File: src/rtl/dbg_pkg.sv
// Shared types and widths for the debug run-control block.
package dbg_pkg;

    localparam int unsigned REG_IDX_W = 5;
    localparam int unsigned DISP_W    = 8;
    localparam int unsigned CNT_W     = 16;
    localparam int unsigned DATA_W    = 32;
    localparam int unsigned DEB_W     = 16;

    typedef enum logic [1:0] {
        ST_HALT = 2'd0,
        ST_RUN  = 2'd1,
        ST_STEP = 2'd2,
        ST_TRAP = 2'd3
    } dbg_state_e;

    // Display capture: byte read back together with the address it came from.
    typedef struct packed {
        logic [REG_IDX_W-1:0] addr;
        logic [DISP_W-1:0]    data;
    } disp_cap_t;

endpackage

File: src/rtl/dbg_run_ctrl_debounce.sv
// Step-button conditioning: 2-flop synchronizer, stability-window debouncer
// and a single-cycle pulse on the debounced rising edge.
module btn_debounce
    import dbg_pkg::*;
#(
    parameter logic [15:0] DEB_CYCLES = 16'd50000
) (
    input  logic clk,
    input  logic reset,
    input  logic btn_i,
    output logic pulse_o
);

    logic [1:0]       sync_q;
    logic             stable_q;
    logic             stable_d;
    logic [DEB_W-1:0] cnt_q;
    logic [DEB_W-1:0] cnt_d;
    logic             pulse_q;
    logic             pulse_d;

    // Counter runs only while the synced level disagrees with the stable level.
    always_comb begin
        cnt_d    = '0;
        stable_d = stable_q;
        pulse_d  = 1'b0;
        if (sync_q[1] != stable_q) begin
            if (cnt_q == DEB_CYCLES - DEB_W'(1)) begin
                stable_d = sync_q[1];
                pulse_d  = sync_q[1];
            end else begin
                cnt_d = cnt_q + DEB_W'(1);
            end
        end
    end

    always_ff @(posedge clk) begin
        if (!reset) begin
            sync_q   <= '0;
            stable_q <= 1'b0;
            cnt_q    <= '0;
            pulse_q  <= 1'b0;
        end else begin
            sync_q   <= {sync_q[0], btn_i};
            stable_q <= stable_d;
            cnt_q    <= cnt_d;
            pulse_q  <= pulse_d;
        end
    end

    assign pulse_o = pulse_q;

endmodule

File: src/rtl/dbg_run_ctrl.sv
// Debug run/halt/single-step controller for the datapath, with instruction
// counter and a register-file byte display path.
module dbg_run_ctrl
    import dbg_pkg::*;
#(
    parameter logic [15:0] DEB_CYCLES = 16'd50000
) (
    input  logic                 clk,
    input  logic                 reset,
    input  logic                 tick,
    input  logic                 btn_step,
    input  logic                 sw_run,
    input  logic [REG_IDX_W-1:0] sw_sel,
    input  logic                 trap_in,
    input  logic [DATA_W-1:0]    dbg_rdata,
    output logic                 core_en,
    output logic [REG_IDX_W-1:0] dbg_raddr,
    output logic [DISP_W-1:0]    disp_data,
    output logic                 disp_valid,
    output logic [1:0]           state_o,
    output logic [CNT_W-1:0]     instr_cnt
);

    logic [1:0]           run_sync_q;
    logic                 run_sync;
    logic                 step_pulse;
    dbg_state_e           state_q;
    dbg_state_e           state_d;
    logic [CNT_W-1:0]     cnt_q;
    logic [REG_IDX_W-1:0] raddr_q;
    disp_cap_t            cap_q;
    logic                 cap_vld_q;
    logic                 unused_rdata_hi;

    btn_debounce #(
        .DEB_CYCLES (DEB_CYCLES)
    ) u_step_deb (
        .clk     (clk),
        .reset   (reset),
        .btn_i   (btn_step),
        .pulse_o (step_pulse)
    );

    assign run_sync = run_sync_q[1];

    always_comb begin
        state_d = state_q;
        case (state_q)
            ST_HALT: begin
                if (run_sync)        state_d = ST_RUN;
                else if (step_pulse) state_d = ST_STEP;
            end
            ST_RUN: begin
                if (trap_in)        state_d = ST_TRAP;
                else if (!run_sync) state_d = ST_HALT;
            end
            // A further step_pulse here is deliberately not looked at.
            ST_STEP: begin
                if (trap_in)   state_d = ST_TRAP;
                else if (tick) state_d = ST_HALT;
            end
            ST_TRAP: begin
                if (step_pulse && !run_sync) state_d = ST_HALT;
            end
            default: state_d = ST_HALT;
        endcase
    end

    // Gated by reset so an in-flight tick cannot leak a step during reset.
    assign core_en = reset & tick & ((state_q == ST_RUN) | (state_q == ST_STEP));

    always_ff @(posedge clk) begin
        if (!reset) begin
            run_sync_q <= '0;
            state_q    <= ST_HALT;
            cnt_q      <= '0;
            raddr_q    <= '0;
            cap_q      <= '0;
            cap_vld_q  <= 1'b0;
        end else begin
            run_sync_q <= {run_sync_q[0], sw_run};
            state_q    <= state_d;
            if (core_en) cnt_q <= cnt_q + CNT_W'(1);
            raddr_q    <= sw_sel;
            cap_q.addr <= raddr_q;
            cap_q.data <= dbg_rdata[DISP_W-1:0];
            cap_vld_q  <= 1'b1;
        end
    end

    // Valid only once the capture, the read address and the switches all agree.
    assign disp_valid = cap_vld_q && (cap_q.addr == raddr_q) && (raddr_q == sw_sel);
    assign disp_data  = disp_valid ? cap_q.data : '1;

    assign unused_rdata_hi = ^dbg_rdata[DATA_W-1:DISP_W];

    assign dbg_raddr = raddr_q;
    assign state_o   = state_q;
    assign instr_cnt = cnt_q;

endmodule

File: config.mk
export PLATFORM = sky130hd
export DESIGN_NAME = dbg_run_ctrl
export DESIGN_NICKNAME = d
export VERILOG_FILES = /design/src/rtl/dbg_pkg.sv /design/src/rtl/dbg_run_ctrl_debounce.sv /design/src/rtl/dbg_run_ctrl.sv
export SDC_FILE = /design/constraint.sdc
export NUM_CORES = 1
export LEC_CHECK = 0
export ABC_CLOCK_PERIOD_IN_PS = 2400
export BUFFER_PORTS_ARGS = -buffer_cell sky130_fd_sc_hd__buf_4
export CAP_MARGIN = 20
export CORE_MARGIN = 2
export CORE_UTILIZATION = 50
export DETAILED_ROUTE_END_ITERATION = 10
export HOLD_SLACK_MARGIN = 0.1
export PLACE_DENSITY = 0.75
export SLEW_MARGIN = 25
export SYNTH_ARGS = -nofsm -noshare
export SYNTH_HDL_FRONTEND = slang
export SYNTH_SLANG_ARGS = --single-unit
File: constraint.sdc
create_clock -name clk -period 2.4 [get_ports clk]
set_input_delay 0 -clock clk [delete_from_list [all_inputs] [get_ports clk]]
set_output_delay 0 -clock clk [all_outputs]
set_load 0.01 [all_outputs]
After elaboration in Yosys (flattened, before gate mapping). Index checks and enable logic that the tools add are counted.

Input port bits: 43. Flip-flop bits (word level): 59. Output and inout bits: 33. Word-level logic and storage cells: 48.

Reductions and logical operators: 9. $add $sub $neg: 2. Equality and inequality tests: 11. Bitwise operators: 5. Muxes and demuxes: 10.

Operators by type and width (number): 16-bit by 1-bit adder with 16-bit output, second input constant (2); 16-bit equality test, second input constant (1); 2-bit two-way mux (7); 5-bit equality test (2); 8-bit two-way mux (1); 2-bit case mux with 4 select lines (1); 3-bit inequality test, second input constant (2); 2-bit equality test, second input constant (2); 4-bit AND reduction (1); 1-bit logical AND (3); 3-bit by 2-bit inequality test with 1-bit output, second input constant (1); 3-bit AND reduction (1); 3-bit OR reduction (1); 1-bit bitwise AND (2); 2-bit by 1-bit equality test with 1-bit output, second input constant (1); 2-bit logical NOT (1); 2-bit inequality test, second input constant (1); 1-bit inverter (2); 2-bit AND reduction (1); 1-bit logical NOT (1); 1-bit two-way mux (1); 1-bit inequality test (1); 1-bit bitwise OR (1).

Depth between registers and ports, before layout. Gate-level depths: netlist (run 1).

Depth after elaboration: 4. Mapped depth: 7. Mapped depth without buffers: 6.

Hierarchy. Synthesis (run 1) repeated with hierarchy kept, for this count alone.

Cells, all modules: 267. Area total of the unflattened synthesis: 2487.4 µm².

By module, submodules not included: dbg_run_ctrl (area an instance 1640.3 µm², times used 1, seq. area each 780.7 µm², cells each 176); btn_debounce (area an instance 847.1 µm², times used 1, seq. area each 400.4 µm², cells each 91).

Least setup slack after synthesis (run 1). Ideal clock, no wire load.

Path kind: flip-flop to flip-flop. Start point: register state_q[0], in the netlist state_o[0]. End point: register cnt_q[12], in the netlist instr_cnt[12]. Period minus slack after synthesis: 1907 ps. Cell stages (with the launch flop): 8. Path buffers: 1. Setup slack: 493 ps. Arrival: 1776 ps. Required time: 2269 ps. Library setup time: 131 ps. Cells stage by stage: dfxtp_1 -> inv_1 -> ha_1 -> and3_1 -> clkbuf_1 -> nand4_1 -> o311ai_1 -> o41ai_1.

Word-level cells in the longest chain between the ends: 3. Elaborated cells on any way between the ends: 4. Classes of those cells: eq/ne: 2; bitwise: 2.

RTL lines: start, declared (RTL line dbg_run_ctrl.sv:27) `dbg_state_e state_q;`; start signal, assigned (RTL line dbg_run_ctrl.sv:82) `state_q <= state_d;`; 2-bit by 1-bit equality test with 1-bit output / 2-bit equality test (equally long branches) (RTL line dbg_run_ctrl.sv:70) `assign core_en = reset & tick & ((state_q == ST_RUN) | (state_q == ST_STEP));`; 1-bit bitwise OR (*) (RTL line dbg_run_ctrl.sv:70); 1-bit bitwise AND (*) (RTL line dbg_run_ctrl.sv:70); named net core_en (RTL line dbg_run_ctrl.sv:16) `output logic core_en,`; end signal, assigned (RTL line dbg_run_ctrl.sv:83) `if (core_en) cnt_q <= cnt_q + CNT_W'(1);`; end, declared (RTL line dbg_run_ctrl.sv:29) `logic [CNT_W-1:0] cnt_q;`.

The timed path passes the listed nets; every way through them passes the cells marked *. A chain may end at the register's enable or synchronous reset.

Final worst setup path (run 1).
Start point: register state_q[0], in the netlist state_o[0]. End point: register cnt_q[12], in the netlist instr_cnt[12].

Word-level cells in the longest chain between the ends: 3. Elaborated cells on any way between the ends: 4. Classes of those cells: eq/ne: 2; bitwise: 2.

RTL lines (RTL line): 2-bit by 1-bit equality test with 1-bit output / 2-bit equality test (equally long branches) (dbg_run_ctrl.sv:70); 1-bit bitwise OR (*) (dbg_run_ctrl.sv:70); 1-bit bitwise AND (*) (dbg_run_ctrl.sv:70).

Mark *: on every way between the ends. The rest lies on a longest branch, timed or not.

==> flow_metrics.tcl, run 1 <==
set metrics [dict create \
    status "finished clean" \
    wl_um 5200 \
    syn_area_um2 2440 \
    post-route-min-period_ns 1.94 \
    layout_commonest_cell "dfxtp_1" \
    finalClockSkew_ns 0.00518 \
    drt-initial-drc-count 35 \
    multi_input_area_um2 1190 \
    slowest_delay_ns 0.41 \
    syn2layout_area_growth_pct 35.4 \
    synth_top_area_cell "dfxtp_1" \
    hpwl_um 3200 \
    core_region_area_um2 4720 \
    synthMuxAreaShare_pct 2.46 \
    crit_fanout 6 \
    rr_endpoint "instr_cnt[12]" \
    cp_top_family "simple AND/OR/NAND/NOR gates" \
    hold_path_class "input pin to flip-flop" \
    grt_max_degree 42 \
    ys.flop_type "dfxtp_1" \
    synth_warnings 0 \
    clock.fmax_mhz 515 \
    via_per_inst 4.94 \
    tns_ns 0 \
    syn_nets 315 \
    ant_nets 0 \
    relSlewSlack_pct 62.0 \
    cts_buffers 9 \
    grt_pass1_wl_um 8360 \
    place_inst 379 \
    synth_compound_area_share_pct 5.08 \
    fp.dieArea_um2 5450 \
    diodes 0 \
    synth_area_leaders "dfxtp_1, and2_1, xnor2_1, nor2_1, ha_1" \
    dr.pass1.iters 4 \
    final_nets 394 \
    root_buffer "clkbuf_8" \
    synth_edf_count 0 \
    synth_fa_ha_area_share_pct 3.59 \
    placement_rows 25 \
    synth_top_family_by_area "simple AND/OR/NAND/NOR gates" \
    die-width_um 73.9 \
    post_dp_cell_area_um2 2900 \
    worst_hold_slack_ns 0.149 \
    rsz0062_at_grt "no" \
    rr_worst_depth 6 \
    routed-via-count 2053 \
    setup_slack_ns 0.459 \
    critPathKind "flip-flop to flip-flop" \
    cts-hold-fix-buffers 21 \
    syn_inst 265 \
    synth_cell_types 38 \
    ys_seq_area_share_pct 48.4 \
    crit_path_end "instr_cnt[12]" \
    cp.required_ns 2.61 \
    netlist.area_leader.share_pct 48.4 \
    cp_num_buf_inv 1 \
    die_height_um 73.9 \
    powerDensity_nw_per_um2 685 \
    cts_buffer_depth 2 \
    grt_pass1_vias 1903 \
    filler_cell_count 359 \
    clk_pin_slew_ns 0.06 \
    io_pins 76 \
    initial_core_util_pct 51.7 \
    ys_seq_elements 59 \
    globalRouteTotalUtil_pct 20.4 \
    post-place-ws_ns 0.457 \
    portBuffers 51 \
    postCtsResizedCells 0 \
    grt_overflow_total 0 \
    seqCellArea_um2 1180 \
    finalInstanceArea_um2 3300 \
    worst_skew_pair.late_latency_ns 0.33 \
    wire_per_inst_um 12.5 \
    p_leak_nw 1.33 \
    synth-simple-area-share_pct 29.9 \
    cp_data_arrival_time_ns 2.15 \
    min_path_cells 4 \
    worst_slew_pin_slew_ns 0.567 \
    mostFrequentLayoutCells "dfxtp_1, buf_4, nor2_1" \
    synth_xor_area_share_pct 7.54 \
    drv_slew 0 \
    reg2reg_from "state_o[0]" \
    place_congestion 0.801 \
    endpoint_kind "flip-flop" \
    path_depth 6 \
    crit_path_start "state_o[0]" \
    post-cts-setup-buffers 0 \
    path_cells "inv_1, ha_1, and3_1, nand4_1, o311ai_1, o41ai_1" \
    critPathLaunchType "flip-flop" \
    layout.cells.non_filler 416 \
    worst_path_max_delay_cell "dfxtp_1" \
    fin_crit_sh_pct 80.9 \
    cts_htree_levels 3 \
    post_route_cells_drive_above_1_share_pct 20.3 \
    ff2ff_setup_slack_ns 0.46 \
    setup_violations 0 \
    async_flop_share_pct 0 \
    drc 0 \
    cts_tree "done" \
    cts_sinks 59 \
    avgSynthCellArea_um2 9.21 \
    hold_viol 0 \
    antenna_found_initial 0 \
    ir_worst_vdd_uv 468 \
    maxCapViolCount 0 \
]
-- cell type report --
class                   instances  share of cell area, %
flip-flops and latches         59                   35.8
clock buffers                  15                   5.64
clock inverters                 1                  0.152
inverters                      12                   1.36
multi-input cells             187                   35.9
repair buffers                 75                   18.6
well taps                      67                   2.54
-- synthesized netlist by cell type, types with 2 or more instances --
cell	n
o22ai_1	3
o31ai_1	2
nor4bb_1	2
nor3_1	11
xnor2_1	15
ha_1	7
mux2i_1	6
nor4_1	6
nor2_1	26
and3_1	9
o21ai_0	2
nand2b_1	12
nand3_1	16
dfxtp_1	59
clkbuf_1	6
and2_1	22
a21oi_1	4
xor2_1	6
nand2_1	16
nand4_1	5
or3_1	2
inv_1	12
-- logic make-up after synthesis --
kind of cell | after synthesis
multiplexers | 6
AND/OR/NAND/NOR | 135
AO/OA/AOI/OAI | 18
buffers and inverters | 19
XOR/XNOR | 21
adder cells (fa/ha/maj) | 7
flip-flops | 59
-- worst min path at each step --
stage	startpoint	end	slack, ns
2_1_floorplan	reset	cap_vld_q	0.03
3_3_place_gp	dbg_rdata[1]	cap_q[1]	0.21
3_5_place_dp	dbg_rdata[6]	cap_q[6]	0.21
4_1_cts	tick	state_o[0]	0.12
5_1_grt	tick	state_o[0]	0.15
6_report	tick	state_o[0]	0.15
-- worst reg2reg max path: stages, from the launching register on --
cell,delay (ns)
dfxtp_1,0.41
inv_1,0.11
ha_1,0.32
and3_1,0.29
nand4_1,0.27
o311ai_1,0.31
o41ai_1,0.11
-- sequential cells by signal (all words and copies together), names as in the netlist --
| signal | count |
|---|---|
| run_sync_q | 2 |
| cap_q | 13 |
| cap_vld_q | 1 |
| u_step_deb.sync_q | 2 |
| instr_cnt | 16 |
| u_step_deb.cnt_q | 16 |
| u_step_deb.pulse_o | 1 |
| u_step_deb.stable_q | 1 |
| dbg_raddr | 5 |
| state_o | 2 |
-- per-stage QoR --
| stage | total power, mW | utilization [%] |
|---|---|---|
| 2_1_floorplan | 1.28 | - |
| 5_1_grt | 2.38 | 69.9 |
| 3_5_place_dp | 1.40 | 61.4 |
| 6_report | 2.26 | 69.9 |
| 4_1_cts | 2.29 | 69.9 |
| 3_3_place_gp | 1.40 | 61.4 |
-- report_power, final --
part | internal, mW | leakage, nW | total (mW) | switching [mW]
sequential | 1.03 | 0.481 | 1.07 | 0.0431
clock | 0.487 | 0.0997 | 0.847 | 0.360
combinational | 0.174 | 0.744 | 0.347 | 0.173
total | 1.69 | 1.33 | 2.26 | 0.576
-- metal layers --
metal | vias to the layer above | wire, um | GRT usage, %
met4 | 0 | 70 | 7.68
li1 | 1061 | - | -
met3 | 7 | 298 | 9.33
met1 | 932 | 2380 | 24.3
met2 | 53 | 2440 | 32.1
met5 | - | 0 | 0
No activity file was read; power rests on OpenSTA's default activity.
==> run 2: changes to the inputs <==
Settings changed: ABC_CLOCK_PERIOD_IN_PS 2400 to 1900.
Clock period 2.4 ns to 1.9 ns, I/O delays scaled along.
==> flow_metrics.tcl, run 2 (synthesis gave the netlist of run 1 again) <==
set metrics [dict create \
    status "finished clean" \
    postCtsResizedCells 0 \
    rr_endpoint "instr_cnt[12]" \
    maxCapViolCount 0 \
    hold_path_class "input pin to flip-flop" \
    powerDensity_nw_per_um2 909 \
    routed-via-count 2048 \
    endpoint_kind "flip-flop" \
    finalInstanceArea_um2 3330 \
    portBuffers 51 \
    cts_htree_levels 3 \
    wire_per_inst_um 12.3 \
    cts_buffers 9 \
    crit_fanout 5 \
    drc 0 \
    filler_cell_count 371 \
    worst_slew_pin_slew_ns 0.353 \
    p_leak_nw 1.35 \
    cp_top_family "simple AND/OR/NAND/NOR gates" \
    wl_um 5150 \
    clk_pin_slew_ns 0.07 \
    cts_tree "done" \
    power_mw 3.03 \
    tns_ns 0 \
    ff2ff_setup_slack_ns 0.13 \
    syn2layout_area_growth_pct 36.6 \
    critPathLaunchType "flip-flop" \
    hold_viol 0 \
    cts_sinks 59 \
    reg2reg_from "state_o[0]" \
    multi_input_area_um2 1190 \
    cp_data_arrival_time_ns 1.97 \
    place_congestion 0.845 \
    worst_path_max_delay_cell "dfxtp_1" \
    path_cells "inv_1, ha_1, and3_1, nand4_1, o311ai_1, o41ai_1" \
    finalClockSkew_ns 0.00932 \
    core_region_area_um2 4720 \
    min_path_cells 4 \
    worst_skew_pair.late_latency_ns 0.32 \
    critPathKind "flip-flop to flip-flop" \
    drv_slew 0 \
    grt_max_degree 39 \
    final_nets 397 \
    antenna_found_initial 0 \
    hpwl_um 3260 \
    mostFrequentLayoutCells "buf_4, dfxtp_1, nor2_1" \
    via_per_inst 4.89 \
    cp_num_buf_inv 1 \
    cts_buffer_depth 2 \
    dr.pass1.iters 4 \
    slowest_delay_ns 0.33 \
    grt_pass1_wl_um 8430 \
    die_height_um 73.9 \
    io_pins 76 \
    fp.dieArea_um2 5450 \
    initial_core_util_pct 51.7 \
    fin_crit_sh_pct 93.4 \
    hp-start "tick" \
    drt-initial-drc-count 64 \
    layout_commonest_cell "buf_4" \
    worst_hold_slack_ns 0.135 \
    seqCellArea_um2 1180 \
    clock.fmax_mhz 564 \
    post_route_cells_drive_above_1_share_pct 22.4 \
    ant_nets 0 \
    crit_path_start "state_o[0]" \
    min_to "instr_cnt[0]" \
    root_buffer "clkbuf_8" \
    post-route-min-period_ns 1.77 \
    rsz0062_at_grt "no" \
    cp.required_ns 2.10 \
    diodes 0 \
    setup_violations 0 \
    rr_worst_depth 6 \
    grt_pass1_vias 1948 \
    ir_worst_vdd_uv 534 \
    placement_rows 25 \
    grt_overflow_total 0 \
    relSlewSlack_pct 76.4 \
    globalRouteTotalUtil_pct 20.4 \
    die-width_um 73.9 \
    post_dp_cell_area_um2 2950 \
]
-- run 2: cell types whose count changed in the layout (fill, tap and decap cells not counted), sizes merged --
| cell | change |
|---|---|
| buf | +7 |
| bufinv | +2 |
| clkbuf | -5 |
| clkinv | +3 |
| dlygate4sd3 | -4 |
-- run 2: repair_timing --
action,CTS,global route
endpoints found under the hold margin,17,0
buffers inserted,0,0
endpoints found under the setup margin,0,0
hold buffers,17,0
-- run 2: layout make-up --
class / instances / area share, %
inverter: 12 / 1.35
clock buffer: 10 / 3.83
timing repair buffer: 78 / 18.9
tap: 67 / 2.52
sequential: 59 / 35.4
clock inverter: 6 / 2.40
multi-input combinational: 187 / 35.6
-- run 2: worst max path at each step --
stage / endpoint / slack (ns) / cells after the start
global placement: instr_cnt[15] / 0.20 / 6
finish: instr_cnt[12] / 0.13 / 6
global route: instr_cnt[15] / 0.01 / 6
floorplan: instr_cnt[15] / 0.01 / 6
detailed placement: instr_cnt[15] / 0.16 / 6
CTS: instr_cnt[15] / 0.14 / 6
-- run 2: per-layer routing --
metal	track usage, %	up-vias	wire length [um]
met5	0	-	0
met4	8.08	0	61
met3	8.78	4	250
met2	32.7	38	2520
met1	23.9	940	2310
li1	-	1066	-
-- run 2: power by group --
group	total (mW)	leakage, nW	internal [mW]	switching (mW)
logic	0.510	0.756	0.257	0.253
registers	1.33	0.481	1.29	0.0343
clock network	1.19	0.110	0.729	0.460
-- run 2: tightest hold or removal path: cells and delay by family --
kind	cells	cell delay [ns]
xor gates and xnor gates	1	0.09
buffers and inverters	1	0.12
and+or+nand+nor	2	0.22
-- run 2: per-stage QoR --
stage               util (%)  instances  worst slack (ns)
floorplan                  -        265            0.0142
global placement        62.5        386             0.205
detailed placement      62.5        386             0.159
CTS                     70.5        419             0.142
global route            70.5        419            0.0117
finish                  70.5        419             0.125
==> run 3: changes to the inputs <==
Settings changed: BUFFER_PORTS_ARGS -buffer_cell sky130_fd_sc_hd__buf_4 to unset, CORE_UTILIZATION 50 to 60, DONT_BUFFER_PORTS set to 1, PLACE_DENSITY 0.75 to 0.73.
==> flow_metrics.tcl, run 3 (synthesis gave the netlist of run 1 again) <==
set metrics [dict create \
    status "finished clean" \
    post-route-min-period_ns 1.76 \
    worst_slew_pin_slew_ns 0.832 \
    antenna_found_initial 0 \
    drv_slew 0 \
    cts_buffer_depth 2 \
    path_cells "inv_1, ha_1, and3_1, nand3_1, nor4_1, mux2i_1" \
    cp.required_ns 2.16 \
    placement_rows 23 \
    fp.dieArea_um2 4590 \
    rsz0062_at_grt "no" \
    worst_path_max_delay_cell "nor4_1" \
    syn2layout_area_growth_pct 26.4 \
    hold_path_class "input pin to flip-flop" \
    final_nets 359 \
    filler_cell_count 242 \
    wl_um 5360 \
    grt_overflow_total 0 \
    initial_core_util_pct 61.9 \
    cts_htree_levels 3 \
    worst_skew_pair.late_latency_ns 0.33 \
    die-width_um 67.8 \
    slowest_delay_ns 0.41 \
    layout_commonest_cell "dfxtp_1" \
    tns_ns 0 \
    io_pins 76 \
    mostFrequentLayoutCells "dfxtp_1, nor2_1, dlygate4sd3_1" \
    crit_fanout 3 \
    critPathKind "flip-flop to flip-flop" \
    p_leak_nw 1.20 \
    post_route_cells_drive_above_1_share_pct 10.2 \
    grt_max_degree 25 \
    core_region_area_um2 3940 \
    ir_worst_vdd_uv 692 \
    drc 0 \
    globalRouteTotalUtil_pct 26.0 \
    diodes 0 \
    place_congestion 0.765 \
    cts_tree "done" \
    worst_hold_slack_ns 0.128 \
    hold_viol 0 \
    cp_data_arrival_time_ns 2.02 \
    grt_pass1_vias 1960 \
    routed-via-count 1961 \
    clock.fmax_mhz 568 \
    portBuffers 0 \
    hpwl_um 3150 \
    maxCapViolCount 0 \
    die_height_um 67.8 \
    setup_violations 0 \
    critPathLaunchType "flip-flop" \
    drt-initial-drc-count 108 \
    root_buffer "clkbuf_8" \
    cts_sinks 59 \
    cts_buffers 9 \
    endpoint_kind "flip-flop" \
    wire_per_inst_um 14.7 \
    grt_pass1_wl_um 8760 \
    finalClockSkew_ns 0.00632 \
    dr.pass1.iters 4 \
    via_per_inst 5.39 \
    ant_nets 0 \
    clk_pin_slew_ns 0.07 \
    fin_crit_sh_pct 92.6 \
    powerDensity_nw_per_um2 1020 \
    relSlewSlack_pct 44.5 \
]
==> run 3: changes by cell type in the layout (fill, tap and decap cells not counted), sizes merged <==
| cell | change |
|---|---|
| clkinv | -2 |
| clkbuf | +1 |
| dlygate4sd3 | +8 |
| dlymetal6s4s | +1 |
| buf | -47 |
| bufinv | +1 |
==> run 3: repair_timing <==
action                                  CTS  global route
buffers inserted                          0             0
resized for setup                         0             1
hold buffers                             26             0
endpoints found under the setup margin    0             5
endpoints found under the hold margin    59             0
==> run 3: worst paths after layout <==
check,from,to,slack [ns],depth (start not counted)
worst max-delay path,state_o[1],instr_cnt[10],0.14,6
worst min-delay path,tick,instr_cnt[1],0.13,4
worst max register to register,state_o[1],instr_cnt[10],0.14,6
worst min register to register,u_step_deb.sync_q[0],u_step_deb.sync_q[1],0.44,1
==> run 3: layer usage <==
| layer | track usage, % | wire (um) |
|---|---|---|
| met5 | 0 | 0 |
| met4 | 12.3 | 82 |
| met3 | 9.00 | 301 |
| met2 | 40.2 | 2520 |
| met1 | 32.4 | 2450 |
==> run 3: cell type report <==
type	count	area [um2]	share of cell area, %
Timing Repair Buffer	40	368	11.9
Multi-Input combinational cell	187	1190	38.5
Tap cell	50	62.6	2.03
Sequential cell	59	1180	38.3
Clock buffer	11	141	4.58
Clock inverter	5	100	3.25
Inverter	12	45.0	1.46
==> run 3: metrics by stage <==
stage	power [mW]	cell area [um2]	setup slack [ns]	utilization, %	cells
2_1_floorplan	1.62	2440	0.0142	-	265
3_3_place_gp	1.71	2580	0.205	65.4	322
3_5_place_dp	1.73	2580	0.178	65.4	322
4_1_cts	3.15	3080	0.00808	78.2	364
5_1_grt	3.28	3080	0.0121	78.2	364
6_report	3.14	3080	0.140	78.2	364
==> run 3: where the power goes <==
part           switching [mW]  internal [mW]  leakage (nW)
clock network           0.478          0.903         0.123
registers              0.0490           1.29         0.481
logic                   0.216          0.196         0.598
total                   0.743           2.39          1.20
==> run 3: worst max-delay path, delay by kind of cell, from the launching register on <==
family / cells / cell delay, ns
buffers and inverters: 1 / 0.08
adder cells (fa/ha/maj): 1 / 0.31
AND/OR/NAND/NOR: 3 / 0.74
multiplexers: 1 / 0.23
flip-flops: 1 / 0.33
